### src/rtl/risc16_pkg.sv
// Shared definitions for the multi-cycle RiSC-16 core: opcodes, FSM states,
// instruction field positions and the imm7 sign-extension helper.
package risc16_pkg;

   localparam int unsigned INSTR_LEN    = 16;
   // Widest datapath the sign-extension helper supports.
   localparam int unsigned MAX_WORD_LEN = 64;

   localparam logic [2:0] OP_ADD  = 3'b000;
   localparam logic [2:0] OP_ADDI = 3'b001;
   localparam logic [2:0] OP_NAND = 3'b010;
   localparam logic [2:0] OP_LUI  = 3'b011;
   localparam logic [2:0] OP_SW   = 3'b100;
   localparam logic [2:0] OP_LW   = 3'b101;
   localparam logic [2:0] OP_BEQ  = 3'b110;
   localparam logic [2:0] OP_JALR = 3'b111;

   localparam int unsigned OP_MSB    = 15;
   localparam int unsigned OP_LSB    = 13;
   localparam int unsigned RA_MSB    = 12;
   localparam int unsigned RA_LSB    = 10;
   localparam int unsigned RB_MSB    = 9;
   localparam int unsigned RB_LSB    = 7;
   localparam int unsigned RC_MSB    = 2;
   localparam int unsigned RC_LSB    = 0;
   localparam int unsigned IMM7_MSB  = 6;
   localparam int unsigned IMM10_MSB = 9;

   typedef enum logic [1:0] {StFetch, StExec, StMem, StHalt} state_t;

   // Sign-extend imm7 to the widest supported word; callers truncate to their width.
   function automatic logic [MAX_WORD_LEN-1:0] sext7(input logic [6:0] imm);
      return {{(MAX_WORD_LEN - 7){imm[6]}}, imm};
   endfunction

endpackage

### src/rtl/risc16_regfile.sv
// Two-read / one-write register file with r0 hardwired to zero.
module risc16_regfile #(
   parameter int unsigned p_WORD_LEN      = 16,
   parameter int unsigned p_REG_ADDR_LEN  = 3,
   parameter int unsigned p_REG_FILE_SIZE = 8
) (
   input  logic                      i_clk,
   input  logic                      i_rst,
   input  logic [p_REG_ADDR_LEN-1:0] i_raddr_a,
   output logic [p_WORD_LEN-1:0]     o_rdata_a,
   input  logic [p_REG_ADDR_LEN-1:0] i_raddr_b,
   output logic [p_WORD_LEN-1:0]     o_rdata_b,
   input  logic                      i_we,
   input  logic [p_REG_ADDR_LEN-1:0] i_waddr,
   input  logic [p_WORD_LEN-1:0]     i_wdata
);

   logic [p_WORD_LEN-1:0] regs_q [p_REG_FILE_SIZE];

   // Register storage; writes to r0 or beyond the file are dropped.
   always_ff @(posedge i_clk or posedge i_rst) begin
      if (i_rst) begin
         for (int unsigned i = 0; i < p_REG_FILE_SIZE; i++) begin
            regs_q[i] <= '0;
         end
      end else if (i_we && (i_waddr != '0) && (32'(i_waddr) < p_REG_FILE_SIZE)) begin
         regs_q[i_waddr] <= i_wdata;
      end
   end

   // Asynchronous reads; r0 and unimplemented indices read as zero.
   always_comb begin
      o_rdata_a = '0;
      o_rdata_b = '0;
      if ((i_raddr_a != '0) && (32'(i_raddr_a) < p_REG_FILE_SIZE)) begin
         o_rdata_a = regs_q[i_raddr_a];
      end
      if ((i_raddr_b != '0) && (32'(i_raddr_b) < p_REG_FILE_SIZE)) begin
         o_rdata_b = regs_q[i_raddr_b];
      end
   end

endmodule

### src/rtl/risc16_mc_core.sv
// Multi-cycle RiSC-16 core: FETCH/EXEC/MEM/HALT FSM driving handshaked
// instruction and data memory ports. Word width up to MAX_WORD_LEN.
module risc16_mc_core
   import risc16_pkg::*;
#(
   parameter int unsigned           p_WORD_LEN      = 16,
   parameter int unsigned           p_REG_ADDR_LEN  = 3,
   parameter int unsigned           p_REG_FILE_SIZE = 8,
   parameter logic [p_WORD_LEN-1:0] p_RESET_PC      = '0
) (
   input  logic                  i_clk,
   input  logic                  i_rst,
   output logic                  o_imem_req,
   output logic [p_WORD_LEN-1:0] o_imem_addr,
   input  logic                  i_imem_ack,
   input  logic [INSTR_LEN-1:0]  i_imem_data,
   output logic                  o_dmem_req,
   output logic                  o_dmem_we,
   output logic [p_WORD_LEN-1:0] o_dmem_addr,
   output logic [p_WORD_LEN-1:0] o_dmem_wdata,
   input  logic                  i_dmem_ack,
   input  logic [p_WORD_LEN-1:0] i_dmem_rdata,
   output logic                  o_retire,
   output logic                  o_halted
);

   state_t                      state_q, state_d;
   logic [p_WORD_LEN-1:0]       pc_q, pc_d;
   logic [INSTR_LEN-1:0]        ir_q, ir_d;
   logic                        retire_q, retire_d;

   logic [2:0]                  op;
   logic                        is_halt;
   logic [p_REG_ADDR_LEN-1:0]   raddr_a, raddr_b, waddr;
   logic [p_WORD_LEN-1:0]       rdata_a, rdata_b;
   logic [p_WORD_LEN-1:0]       imm7_sext, lui_val, pc_inc, mem_addr;
   logic                        rf_we;
   logic [p_WORD_LEN-1:0]       rf_wdata;

   assign op        = ir_q[OP_MSB:OP_LSB];
   assign is_halt   = (ir_q[IMM7_MSB:0] != '0);
   assign imm7_sext = p_WORD_LEN'(sext7(ir_q[IMM7_MSB:0]));
   assign lui_val   = p_WORD_LEN'({ir_q[IMM10_MSB:0], 6'b0});
   assign pc_inc    = pc_q + p_WORD_LEN'(1);
   assign mem_addr  = rdata_b + imm7_sext;

   // Port B always reads rB; port A reads rC for ADD/NAND, otherwise rA.
   assign raddr_a = ((op == OP_ADD) || (op == OP_NAND)) ?
                    p_REG_ADDR_LEN'(ir_q[RC_MSB:RC_LSB]) : p_REG_ADDR_LEN'(ir_q[RA_MSB:RA_LSB]);
   assign raddr_b = p_REG_ADDR_LEN'(ir_q[RB_MSB:RB_LSB]);
   assign waddr   = p_REG_ADDR_LEN'(ir_q[RA_MSB:RA_LSB]);

   risc16_regfile #(
      .p_WORD_LEN      (p_WORD_LEN),
      .p_REG_ADDR_LEN  (p_REG_ADDR_LEN),
      .p_REG_FILE_SIZE (p_REG_FILE_SIZE)
   ) u_regfile (
      .i_clk     (i_clk),
      .i_rst     (i_rst),
      .i_raddr_a (raddr_a),
      .o_rdata_a (rdata_a),
      .i_raddr_b (raddr_b),
      .o_rdata_b (rdata_b),
      .i_we      (rf_we),
      .i_waddr   (waddr),
      .i_wdata   (rf_wdata)
   );

   // FSM state register.
   always_ff @(posedge i_clk or posedge i_rst) begin
      if (i_rst) begin
         state_q <= StFetch;
      end else begin
         state_q <= state_d;
      end
   end

   // Next-state logic; each state only advances on its own handshake.
   always_comb begin
      state_d = state_q;
      unique case (state_q)
         StFetch: if (i_imem_ack) state_d = StExec;
         StExec: begin
            if ((op == OP_SW) || (op == OP_LW)) begin
               state_d = StMem;
            end else if ((op == OP_JALR) && is_halt) begin
               state_d = StHalt;
            end else begin
               state_d = StFetch;
            end
         end
         StMem:  if (i_dmem_ack) state_d = StFetch;
         StHalt: state_d = StHalt;
         default: state_d = StFetch;
      endcase
   end

   // Outputs, ALU, register write and PC/IR next values per state.
   always_comb begin
      o_imem_req   = 1'b0;
      o_dmem_req   = 1'b0;
      o_dmem_we    = 1'b0;
      o_dmem_addr  = '0;
      o_dmem_wdata = '0;
      pc_d         = pc_q;
      ir_d         = ir_q;
      retire_d     = 1'b0;
      rf_we        = 1'b0;
      rf_wdata     = '0;
      unique case (state_q)
         StFetch: begin
            // Gated by reset so a request never appears while reset is held.
            o_imem_req = ~i_rst;
            if (i_imem_ack) ir_d = i_imem_data;
         end
         StExec: begin
            retire_d = 1'b1;
            pc_d     = pc_inc;
            unique case (op)
               OP_ADD: begin
                  rf_we    = 1'b1;
                  rf_wdata = rdata_b + rdata_a;
               end
               OP_ADDI: begin
                  rf_we    = 1'b1;
                  rf_wdata = rdata_b + imm7_sext;
               end
               OP_NAND: begin
                  rf_we    = 1'b1;
                  rf_wdata = ~(rdata_b & rdata_a);
               end
               OP_LUI: begin
                  rf_we    = 1'b1;
                  rf_wdata = lui_val;
               end
               OP_SW, OP_LW: begin
                  retire_d = 1'b0;
                  pc_d     = pc_q;
               end
               OP_BEQ: begin
                  if (rdata_a == rdata_b) pc_d = pc_inc + imm7_sext;
               end
               OP_JALR: begin
                  if (is_halt) begin
                     pc_d = pc_q;
                  end else begin
                     // rB was read before the edge, so rA == rB still jumps to the old value.
                     rf_we    = 1'b1;
                     rf_wdata = pc_inc;
                     pc_d     = rdata_b;
                  end
               end
               default: ;
            endcase
         end
         StMem: begin
            o_dmem_req   = 1'b1;
            o_dmem_we    = (op == OP_SW);
            o_dmem_addr  = mem_addr;
            o_dmem_wdata = rdata_a;
            if (i_dmem_ack) begin
               retire_d = 1'b1;
               pc_d     = pc_inc;
               if (op == OP_LW) begin
                  rf_we    = 1'b1;
                  rf_wdata = i_dmem_rdata;
               end
            end
         end
         StHalt: ;
         default: ;
      endcase
   end

   // PC, instruction register and retire strobe.
   always_ff @(posedge i_clk or posedge i_rst) begin
      if (i_rst) begin
         pc_q     <= p_RESET_PC;
         ir_q     <= '0;
         retire_q <= 1'b0;
      end else begin
         pc_q     <= pc_d;
         ir_q     <= ir_d;
         retire_q <= retire_d;
      end
   end

   assign o_imem_addr = pc_q;
   assign o_retire    = retire_q;
   assign o_halted    = (state_q == StHalt);

endmodule

### config.mk
export PLATFORM = sky130hd
export DESIGN_NAME = risc16_mc_core
export DESIGN_NICKNAME = d
export VERILOG_FILES = /design/src/rtl/risc16_pkg.sv /design/src/rtl/risc16_regfile.sv /design/src/rtl/risc16_mc_core.sv
export SDC_FILE = /design/constraint.sdc
export NUM_CORES = 1
export LEC_CHECK = 0
export BUFFER_PORTS_ARGS = -buffer_cell sky130_fd_sc_hd__buf_4
export CORE_UTILIZATION = 42
export DETAILED_ROUTE_END_ITERATION = 7
export PLACE_DENSITY_LB_ADDON = 0.08
export SLEW_MARGIN = 20
export SYNTH_ARGS = -nofsm -noshare
export SYNTH_HDL_FRONTEND = slang
export SYNTH_HIERARCHICAL = 1
export SYNTH_SLANG_ARGS = --single-unit
### constraint.sdc
create_clock -name i_clk -period 5.5 [get_ports i_clk]
set_input_delay 0 -clock i_clk [delete_from_list [all_inputs] [get_ports i_clk]]
set_output_delay 0 -clock i_clk [all_outputs]
set_load 0.01 [all_outputs]
==> results of run 1 <==
## per-layer routing
layer	GRT usage, %	vias to the layer above
met5	0	-
met4	9.85	0
met3	4.23	63
met2	44.4	392
met1	44.3	5119
li1	-	4581
## logic make-up after synthesis
| kind of cell | synth area share (%) |
|---|---|
| AOI/OAI and AO/OA | 17.7 |
| xor gates and xnor gates | 3.50 |
| adders and majority gates | 6.50 |
| buffers and inverters | 4.81 |
| DFF | 31.9 |
| muxes | 22.5 |
| and+or+nand+nor | 13.1 |
## worst max-delay path, stage by stage, from the launching register on
cell and delay (ns):
dfrtp_1 0.39, nor2_1 0.37, mux2_2 0.51, and2_1 0.34, buf_4 0.23, a221oi_1 0.55, ha_1 0.41, a21oi_1 0.28
o221ai_1 0.20, a21oi_1 0.26, o21ai_0 0.12, a21oi_1 0.23, xnor2_1 0.11, a2111oi_0 0.45, o211ai_1 0.32, mux2_2 0.36
## final timing paths
kind                                                  startpoint                                to  slack (ns)  cells past startpoint
worst max register to register              ir_q[13]$_DFFE_PP0P_  u_regfile/regs_q[95]$_DFFE_PP0P_        0.25                     15
min in group i_clk                              i_dmem_rdata[12]  u_regfile/regs_q[44]$_DFFE_PP0P_        0.26                      5
worst max-delay path                        ir_q[13]$_DFFE_PP0P_  u_regfile/regs_q[95]$_DFFE_PP0P_        0.25                     15
worst min register to register  u_regfile/regs_q[53]$_DFFE_PP0P_  u_regfile/regs_q[53]$_DFFE_PP0P_        0.53                      1
max in group asynchronous                                  i_rst  u_regfile/regs_q[24]$_DFFE_PP0P_        4.25                      4
worst min-delay path                                       i_rst  u_regfile/regs_q[76]$_DFFE_PP0P_        0.17                      3
## cell type report
type / count / area [µm²] / area share (%)
timing repair buffer: 175 / 1370 / 10.2
sequential: 147 / 3680 / 27.2
tap: 341 / 427 / 3.16
inverter: 33 / 126 / 0.935
clock inverter: 15 / 188 / 1.39
clock buffer: 17 / 425 / 3.15
multi-input combinational: 896 / 7300 / 54.0
## per-stage QoR
step	setup slack, ns	hold slack [ns]	total power [mW]
2_1_floorplan	1.00	0.0464	6.45
3_3_place_gp	0.242	0.0887	8.70
3_5_place_dp	0.208	0.0899	8.68
4_1_cts	0.134	0.173	10.0
5_1_grt	0.0220	0.205	10.8
6_report	0.246	0.166	10.2
## registers in the layout, indices dropped and copies added, names as in the netlist
signal / flops
ir_q: 16
o_imem_addr: 16
o_retire: 1
state_q: 2
u_regfile/regs_q: 112
## cell usage in the layout (no fill, tap or decap), types with 7 or more instances in the layout
| master | n |
|---|---|
| o211ai_1 | 8 |
| buf_4 | 154 |
| nor2b_1 | 26 |
| nor2_1 | 44 |
| a221oi_1 | 76 |
| a31oi_1 | 9 |
| o21a_1 | 9 |
| nand3_1 | 19 |
| ha_1 | 55 |
| o21ai_0 | 47 |
| dfrtp_1 | 146 |
| mux2_4 | 21 |
| a21o_1 | 12 |
| a21oi_1 | 62 |
| inv_1 | 32 |
| mux2_2 | 139 |
| or3_1 | 8 |
| dlygate4sd3_1 | 19 |
| nand2b_1 | 9 |
| mux2i_1 | 68 |
| nor3_1 | 7 |
| xnor2_1 | 32 |
| xor2_1 | 14 |
| a211oi_1 | 11 |
| nand2_1 | 70 |
| nor3b_1 | 8 |
| o22ai_1 | 8 |
| clkbuf_16 | 17 |
| and2_1 | 40 |
## what timing repair did
item | CTS | global route
endpoints found under the setup margin | 0 | 42
endpoints found under the hold margin | 91 | 0
gates resized for setup | 0 | 3
hold buffers | 19 | 0
## cells in the mapped netlist (all sizes together) (32+ instances only)
cell,count
a21oi,62
inv,33
ha,55
mux2i,68
nor2,44
xnor2,32
buf,37
and2,41
dfrtp,147
mux2,163
clkbuf,32
nand2,71
o21ai,48
a221oi,77
## power groups by stage
| stage | logic (mW) | registers (mW) | clock network, mW |
|---|---|---|---|
| global route | 7.56 | 1.89 | 1.34 |
| finish | 7.04 | 1.84 | 1.27 |
| detailed placement | 6.84 | 1.85 | 0 |
| CTS | 6.89 | 1.83 | 1.30 |
| floorplan | 4.73 | 1.73 | 0 |
| global placement | 6.85 | 1.85 | 0 |
==> metrics.txt, run 1 <==
Final ANT Viol Nets 0; Rows 60; Post-Syn Area roughly 0.012 mm²; Met3 Wirelength about 2.4 mm; top cell type's share of synthesized area a little under a third; chip height 168 µm; Async S/R FF share, synth between 90% and 100%; Final #Nets approximately 1400; CTS tree built; via count between 10000 and 15000; critical path arrival between 5 and 6 ns; crit share post-route ~96%; Final Hold Vio Count 0; DR DRC count 0; final setup skew 0.0141 ns; status finished clean; Post-DP Area 0.0127 mm²; RSZ-0062 raised after global routing false; die area around 0.028 mm²; Final Wtd Congestion between 0.9 and 1; routed wl met2 roughly 18 mm; Routed wire per std cell ~25 µm; filler cell count roughly 2500; layout cells sized above 1 between 20% and 30%; max-cap violations 0; Int Pwr about 5 mW; Max H-tree Level 4; largest area contributor in the netlist dfrtp_1; Post-synth EDFFs 0; Seq/Total Area, Yosys 31.9%; Initial Util between 40% and 50%; total setup buffers inserted after CTS 0; Clock Root Buffer clkbuf_16; cells after synthesis approximately 1100; Synth Warn # 6; gr ovfl total 0; die width roughly 170 µm; Placed Cells 1573; worst min-delay path class in2async; pin count of the biggest net entering global routing 75; Skew-Pair Late Insertion Delay between 0.4 and 0.5 ns; clock buffer depth 2; maximum VDD drop roughly 340 µV; vias in the first global route 9953; WL met1 roughly 20 mm; number of I/O pins 89; DRT iter0 DRCs 1093; PortBufs a little under 90; drt first pass iters 7; Synth cell types 70; initial antenna violation count 0; Ant. Diodes 0; Slew Limit Fails 0; Seq cells post-synth ~150; total wire length approximately 41 mm; switching pwr around 5.1 mW; Clock Power Share 12.5%; Fin Setup TNS 0 ns; first-pass GRT wire length between 60 and 70 mm; Post-Synthesis Net Count between 1000 and 1500; Top FF cell, synth dfrtp_1; GRT Resource Usage Total 29.9%; drt via density between 6 and 7; Comb pwr share between 60% and 70%; Final Critical Period 5.25 ns; critical path class reg2reg; post-route cell area roughly 0.014 mm²; Required @ worst endpoint just under 6 ns; clk sinks 147; Switching Fraction between 50 and 60%; post-detail-place hpwl slightly above 30 mm; slew at the pin closest to its max-slew limit between 1 and 1.5 ns; Num CTS Buffers 17; Static Leakage roughly 6.3 nW; highest clock rate 190 MHz; Power Density approximately 750 mW/mm²; crit path max fanout 12; sequential fraction of design power a little under a fifth; Core ar. between 0.02 and 0.03 mm²; crit path capture type register; final setup violation count 0; Final Util 50.2%; max layer used met4; largest cells by area after synthesis dfrtp_1, mux2_2, ha_1; Layout Cells excl Fill 1624; Mean Syn Cell Area between 10 and 15 µm²; Slew HR ~24%; growth of design area from synthesis to finish 17.4%; Clock transition at path regs roughly 0.070 ns; element type at the critical path start register
Note: power is estimated with default switching activity, not from simulation.
==> inputs of run 2 (changes only) <==
--- a/config.mk
+++ b/config.mk
@@ -5,10 +5,12 @@
 export SDC_FILE = /design/constraint.sdc
 export NUM_CORES = 1
 export LEC_CHECK = 0
+export ABC_AREA = 1
 export BUFFER_PORTS_ARGS = -buffer_cell sky130_fd_sc_hd__buf_4
 export CORE_UTILIZATION = 42
 export DETAILED_ROUTE_END_ITERATION = 7
 export PLACE_DENSITY_LB_ADDON = 0.08
+export SKIP_LAST_GASP = 1
 export SLEW_MARGIN = 20
 export SYNTH_ARGS = -nofsm -noshare
 export SYNTH_HDL_FRONTEND = slang
==> run 2 against run 1 <==
Net effect:
- count of clock-buffer cells in the layout unchanged
- worst hold slack lost 0.13 ns
- critical endpoint is now u_regfile/regs_q[104]$_DFFE_PP0P_
- die area increased by 17%
- core utilization down 1.7 points
- register-to-register slack gained 0.21 ns
- sequential power decreased by 35%
==> metrics.txt, run 2 <==
status finished clean; Required @ worst endpoint 5.85 ns (+0.03 ns); most frequent cells in the layout nand2_1, inv_1, nand3_1; Rows 65 (+8.3%); most frequent cells after synthesis nand2_1, inv_1, nand3_1, dfrtp_1, nor2_1; Mean Syn Cell Area 6.16 µm² (-39%); Post-Syn Area 0.0135 mm² (+17%); Seq cells post-synth 163 (+11%); Synth Warn # 6 (unchanged); element type at the critical path start register; vias in the first global route 13300 (+34%); Place WS 0.586 ns (+0.378 ns); count leader, synth nand2_1; Slew Limit Fails 0 (unchanged); maximum VDD drop 229 µV (-32%); switching pwr 0.607 mW (-88%); crit path capture type register; initial antenna violation count 0 (unchanged); CTS resizes 0 (unchanged); PortBufs 88 (unchanged); DRT iter0 DRCs 1409 (+29%); via count 14300 (+41%); slew at the pin closest to its max-slew limit 0.960 ns (-0.176 ns); Final #Nets 2349 (+72%); highest clock rate 198 MHz (+4.1%); Clock transition at path regs 0.07 ns (about the same); max-cap violations 0 (unchanged); Top FF cell, synth dfrtp_1; first-pass GRT wire length 79.1 mm (+26%); final setup violation count 0 (unchanged); sequential fraction of design power 46.8% (+29 points); Power Density 167 mW/mm² (-78%); die width 181 µm (+8.1%); Skew-Pair Late Insertion Delay 0.47 ns (+0.03 ns); clock buffer depth 2 (unchanged); Seq/Total Area, Yosys 30.3% (-1.7 points); Post-DP Area 0.0145 mm² (+14%); Post-Synthesis Net Count 2281 (+84%); RSZ-0062 raised after global routing false; Final Hold Vio Count 0 (unchanged); Fin Setup TNS 0 ns (unchanged); Final Critical Period 5.05 ns (-0.205 ns); Num CTS Buffers 17 (unchanged); Comb pwr share 2.3% (-67 points); Static Leakage 8.62 nW (+38%); Post-synth EDFFs 0 (unchanged); max reg flops 128 (+14%); Initial Util 42.7% (about the same); final setup skew 0.0242 ns (+0.0101 ns); Slew HR 35.8% (+12 points); CTS tree built; post-route cell area 0.0153 mm² (+13%); Routed wire per std cell 19.0 µm (-25%); worst min-delay path class in2reg; critical path class reg2reg; Switching Fraction 23.7% (-27 points); GRT Resource Usage Total 31.6% (+1.7 points); Async S/R FF share, synth 100% (unchanged); top cell type's share of synthesized area 30.3% (-1.7 points); Core ar. 0.0316 mm² (+17%); drt first pass iters 6 (-1); Final Wtd Congestion 0.995 (+4.6%); growth of design area from synthesis to finish 13.5%; crit share post-route 91.8% (-3.7 points); post-detail-place hpwl 37.5 mm (+22%); commonest non-fill, non-tap cell in the layout nand2_1; Pwr Total 2.56 mW (-75%); largest area contributor in the netlist dfrtp_1; Int Pwr 1.95 mW (-61%); hold buffers post-CTS 21 (+2); Max H-tree Level 4 (unchanged); Synth cell types 46 (-34%); total setup buffers inserted after CTS 0 (unchanged); DR DRC count 0 (unchanged); chip height 181 µm (+8.1%); die area 0.0328 mm² (+17%); Top reg by flops u_regfile/regs_q; total wire length 50.6 mm (+23%); critical path arrival 5.40 ns (-0.18 ns); number of I/O pins 89 (unchanged); cells after synthesis 2187 (+91%); final worst slack 0.451 ns (+0.205 ns); gr ovfl total 0 (unchanged); clk sinks 163 (+11%); Final ANT Viol Nets 0 (unchanged); Clock Power Share 50.9% (+38 points); largest cells by area after synthesis dfrtp_1, nand2_1, inv_1; drt via density 5.37 (-14%); layout cells sized above 1 9.04% (-20 points); Ant. Diodes 0 (unchanged); pin count of the biggest net entering global routing 88 (+17%); crit path max fanout 66 (+54); Clock Root Buffer clkbuf_16
## run 2: power by group through the flow
stage,Clock [mW],Sequential [mW],Combinational (mW)
after global routing,1.37,1.20,0.0664
after CTS,1.32,1.20,0.0610
after detailed placement,0,1.22,0.0492
final,1.30,1.20,0.0592
after floorplan,0,1.22,0.0175
after global placement,0,1.22,0.0489
## run 2: worst paths after layout
check	from	endpoint	slack, ns	cells past startpoint
max in group asynchronous	i_rst	u_regfile/regs_q[29]$_DFFE_PP0P_	4.08	4
min in group asynchronous	i_rst	ir_q[10]$_DFFE_PP0P_	0.24	4
worst max register to register	ir_q[13]$_DFFE_PP0P_	u_regfile/regs_q[104]$_DFFE_PP0P_	0.45	22
worst max-delay path	ir_q[13]$_DFFE_PP0P_	u_regfile/regs_q[104]$_DFFE_PP0P_	0.45	22
worst min register to register	u_regfile/regs_q[126]$_DFFE_PP0P_	u_regfile/regs_q[126]$_DFFE_PP0P_	0.38	0
worst min-delay path	i_dmem_rdata[13]	u_regfile/regs_q[13]$_DFFE_PP0P_	0.03	5
## run 2: per-stage QoR
stage	hold slack [ns]	util [%]	std cells
finish	0.0329	48.5	2670
global route	0.0459	48.5	2670
CTS	0.0170	48.5	2670
detailed placement	0.187	45.9	2617
global placement	0.188	45.9	2617
floorplan	0.0475	-	2187
## run 2: logic make-up (layout without fill, tap and decap cells)
kind of cell	Yosys count	after routing	share of synthesized area (%)
simple gates	1163	1163	35.2
flops	163	163	30.3
fa+ha+maj	58	58	5.55
mux	4	4	0.334
buf+inv	449	530	13.5
compound gates	333	333	14.0
xor+xnor	17	17	1.10
## run 2: area by class of cell
class,instances,area (µm²)
Inverter,344,1300
Multi-Input combinational cell,1575,7590
Sequential cell,163,4080
Clock inverter,15,194
Fill cell,3372,16300
Timing Repair Buffer,154,1210
Clock buffer,17,425
Tap cell,402,503
## run 2: worst max-delay path: stages (launching register included)
cell and delay (ns):
dfrtp_1 0.45, nor3_1 0.28, inv_1 0.19, nand2_1 0.26, nand2_1 0.15, o21ai_4 0.10, buf_4 0.56, nor2_1 0.11
nand2_1 0.16, nand2_1 0.07, nor2_1 0.32, ha_1 0.39, nand2_1 0.12, nand3_1 0.21, a21oi_1 0.34, nor2_1 0.07
nor2_1 0.09, nand2_1 0.07, nand3_1 0.08, nand2_1 0.05, a21oi_1 0.38, inv_1 0.25, o21ai_0 0.21
## run 2: per-layer routing
layer,part of all wire [%],vias to the layer above,GRT usage [%]
li1,-,7010,-
met1,48,6723,46.6
met2,42,539,46.8
met3,7.8,62,5.89
met4,2.3,0,8.71
met5,0,-,0
==> inputs of run 3 (changes only) <==
--- a/config.mk
+++ b/config.mk
@@ -6,7 +6,7 @@
 export NUM_CORES = 1
 export LEC_CHECK = 0
 export ABC_AREA = 1
-export BUFFER_PORTS_ARGS = -buffer_cell sky130_fd_sc_hd__buf_4
+export BUFFER_PORTS_ARGS = -buffer_cell sky130_fd_sc_hd__buf_2
 export CORE_UTILIZATION = 42
 export DETAILED_ROUTE_END_ITERATION = 7
 export PLACE_DENSITY_LB_ADDON = 0.08
==> run 3 against run 2 <==
Net effect:
- critical path depth grew 1
- die area is the same
- final cell count shrank 0.52%
- via count is essentially flat
- highest routed layer unchanged
==> metrics.txt, run 3 (synthesis gave the netlist of run 2 again) <==
status finished clean; layout cells sized above 1 8.47% (-0.56 points); Final Hold Slack 0.0218 ns (-0.0111 ns); drt first pass iters 6 (unchanged); die area 0.0328 mm² (unchanged); Power Density 167 mW/mm² (-0.19%); Top reg by flops u_regfile/regs_q; maximum VDD drop 218 µV (-4.6%); reg2reg setup slack 0.78 ns (+0.33 ns); critical path class reg2reg; Core ar. 0.0316 mm² (unchanged); Final Wtd Congestion 1.01 (+1.4%); die width 181 µm (unchanged); switching pwr 0.571 mW (-6.0%); first-pass GRT wire length 78.8 mm (-0.47%); Comb pwr share 2.0% (-0.3 points); Worst R2R Path Depth 23 (+4.5%); max-cap violations 0 (unchanged); Slew Limit Fails 0 (unchanged); Final ANT Viol Nets 0 (unchanged); total setup buffers inserted after CTS 0 (unchanged); slew at the pin closest to its max-slew limit 0.967 ns (+0.00674 ns); Required @ worst endpoint 5.84 ns (about the same); Initial Util 42.7% (unchanged); max reg flops 128 (unchanged); growth of design area from synthesis to finish 11.0%; GRT Resource Usage Total 31.4% (-0.21 points); highest clock rate 212 MHz (+7.0%); total wire length 50.4 mm (-0.50%); crit share post-route 85.8% (-6.0 points); Num CTS Buffers 17 (unchanged); Clock Power Share 50.0% (-0.9 points); CTS resizes 0 (unchanged); Endpoint, Worst Hold u_regfile/regs_q[12]$_DFFE_PP0P_; critical path arrival 5.06 ns (-0.34 ns); Skew-Pair Late Insertion Delay 0.45 ns (-0.02 ns); hold buffers post-CTS 19 (-9.5%); vias in the first global route 13300 (-0.20%); worst r2r src ir_q[13]$_DFFE_PP0P_; crit path max fanout 11 (-83%); Routed wire per std cell 19.0 µm (about the same); pin count of the biggest net entering global routing 78 (-11%); drt via density 5.40 (+0.53%); final setup skew 0.0178 ns (-0.00638 ns); final setup violation count 0 (unchanged); Static Leakage 8.50 nW (-1.5%); Max H-tree Level 4 (unchanged); Ant. Diodes 0 (unchanged); RSZ-0062 raised after global routing false; chip height 181 µm (unchanged); FF-to-FF End u_regfile/regs_q[108]$_DFFE_PP0P_; initial antenna violation count 0 (unchanged); Clock transition at path regs 0.07 ns (about the same); post-detail-place hpwl 37.1 mm (-0.92%); clk sinks 163 (unchanged); DR DRC count 0 (unchanged); commonest non-fill, non-tap cell in the layout nand2_1; Hold Crit Start i_dmem_rdata[12]; element type at the critical path start register; Hold Path Depth 5 (unchanged); Final Hold Vio Count 0 (unchanged); crit path capture type register; worst min-delay path class in2reg; Int Pwr 1.93 mW (-1.3%); Switching Fraction 22.9% (-0.88 points); Clock Root Buffer clkbuf_16; Final Critical Period 4.72 ns (-0.330 ns); Slew HR 35.5% (-0.29 points); Final #Nets 2335 (-0.60%); gr ovfl total 0 (unchanged); clock buffer depth 2 (unchanged); Final Util 47.4% (-1.1 points); PortBufs 88 (unchanged); Fin Setup TNS 0 ns (unchanged); CTS tree built; via count 14300 (+0.0070%); number of I/O pins 89 (unchanged); most frequent cells in the layout nand2_1, inv_1, nand3_1; sequential fraction of design power 48.0% (+1.2 points); Rows 65 (unchanged); DRT iter0 DRCs 1334 (-5.3%)
==> run 3: cell count changes in the layout (fill, tap and decap cells not counted) <==
cell / before / now
clkinv_2: 1 / 2
clkbuf_8: 0 / 3
inv_8: 3 / 0
clkinvlp_4: 4 / 2
buf_2: 0 / 88
dlygate4sd3_1: 21 / 19
bufinv_16: 3 / 2
buf_4: 133 / 32
clkbuf_1: 0 / 2
buf_12: 0 / 1
==> run 3: critical path, cell delays in order (launching register included) <==
cell	delay, ns
dfrtp_1	0.46
nor3_1	0.27
inv_1	0.17
nand2_1	0.25
nand2_1	0.11
o21ai_2	0.09
inv_2	0.13
a21oi_2	0.61
nand2_1	0.12
nand2_1	0.17
ha_1	0.21
inv_1	0.06
fa_1	0.38
inv_1	0.12
nand3_1	0.09
nand3_1	0.22
nand3_1	0.18
nand4_1	0.11
nand3_1	0.08
nand3b_1	0.11
nand2_1	0.06
a21oi_1	0.25
inv_1	0.18
o21ai_0	0.18
==> run 3: worst max path at each step <==
stage,startpoint,endpoint,cells after the start
CTS,ir_q[13]$_DFFE_PP0P_,u_regfile/regs_q[108]$_DFFE_PP0P_,23
finish,ir_q[13]$_DFFE_PP0P_,u_regfile/regs_q[108]$_DFFE_PP0P_,23
global placement,ir_q[13]$_DFFE_PP0P_,u_regfile/regs_q[108]$_DFFE_PP0P_,23
floorplan,ir_q[15]$_DFFE_PP0P_,u_regfile/regs_q[108]$_DFFE_PP0P_,23
global route,ir_q[13]$_DFFE_PP0P_,u_regfile/regs_q[108]$_DFFE_PP0P_,23
detailed placement,ir_q[13]$_DFFE_PP0P_,u_regfile/regs_q[108]$_DFFE_PP0P_,23
==> run 3: power by group through the flow <==
stage / registers (mW) / logic (mW) / clock network, mW
6_report: 1.20 / 0.0509 / 1.25
4_1_cts: 1.20 / 0.0526 / 1.27
2_1_floorplan: 1.22 / 0.0175 / 0
3_3_place_gp: 1.22 / 0.0414 / 0
5_1_grt: 1.20 / 0.0580 / 1.32
3_5_place_dp: 1.22 / 0.0422 / 0
==> run 3: through the flow <==
stage | cells | instance area [µm²] | power [mW] | setup WS [ns]
global placement | 2605 | 14200 | 1.26 | 0.851
floorplan | 2187 | 13500 | 1.24 | 1.87
finish | 2656 | 15000 | 2.50 | 0.781
detailed placement | 2605 | 14200 | 1.26 | 0.847
global route | 2656 | 15000 | 2.57 | 0.394
CTS | 2656 | 15000 | 2.52 | 0.857
==> run 3: per-layer routing <==
metal,up-vias,GRT usage (%),part of all wire [%]
met5,-,0,0
met2,572,46.2,42
met4,0,8.37,2.1
li1,6972,-,-
met3,59,5.54,8.0
met1,6732,46.9,48
==> run 3: cell type report <==
cell class	instances	area [µm²]
clock buffers	22	474
repair buffers	140	891
inverters	344	1300
flip-flops and latches	163	4080
well taps	402	503
multi-input cells	1575	7590
fillers	3449	16600
clock inverters	10	120
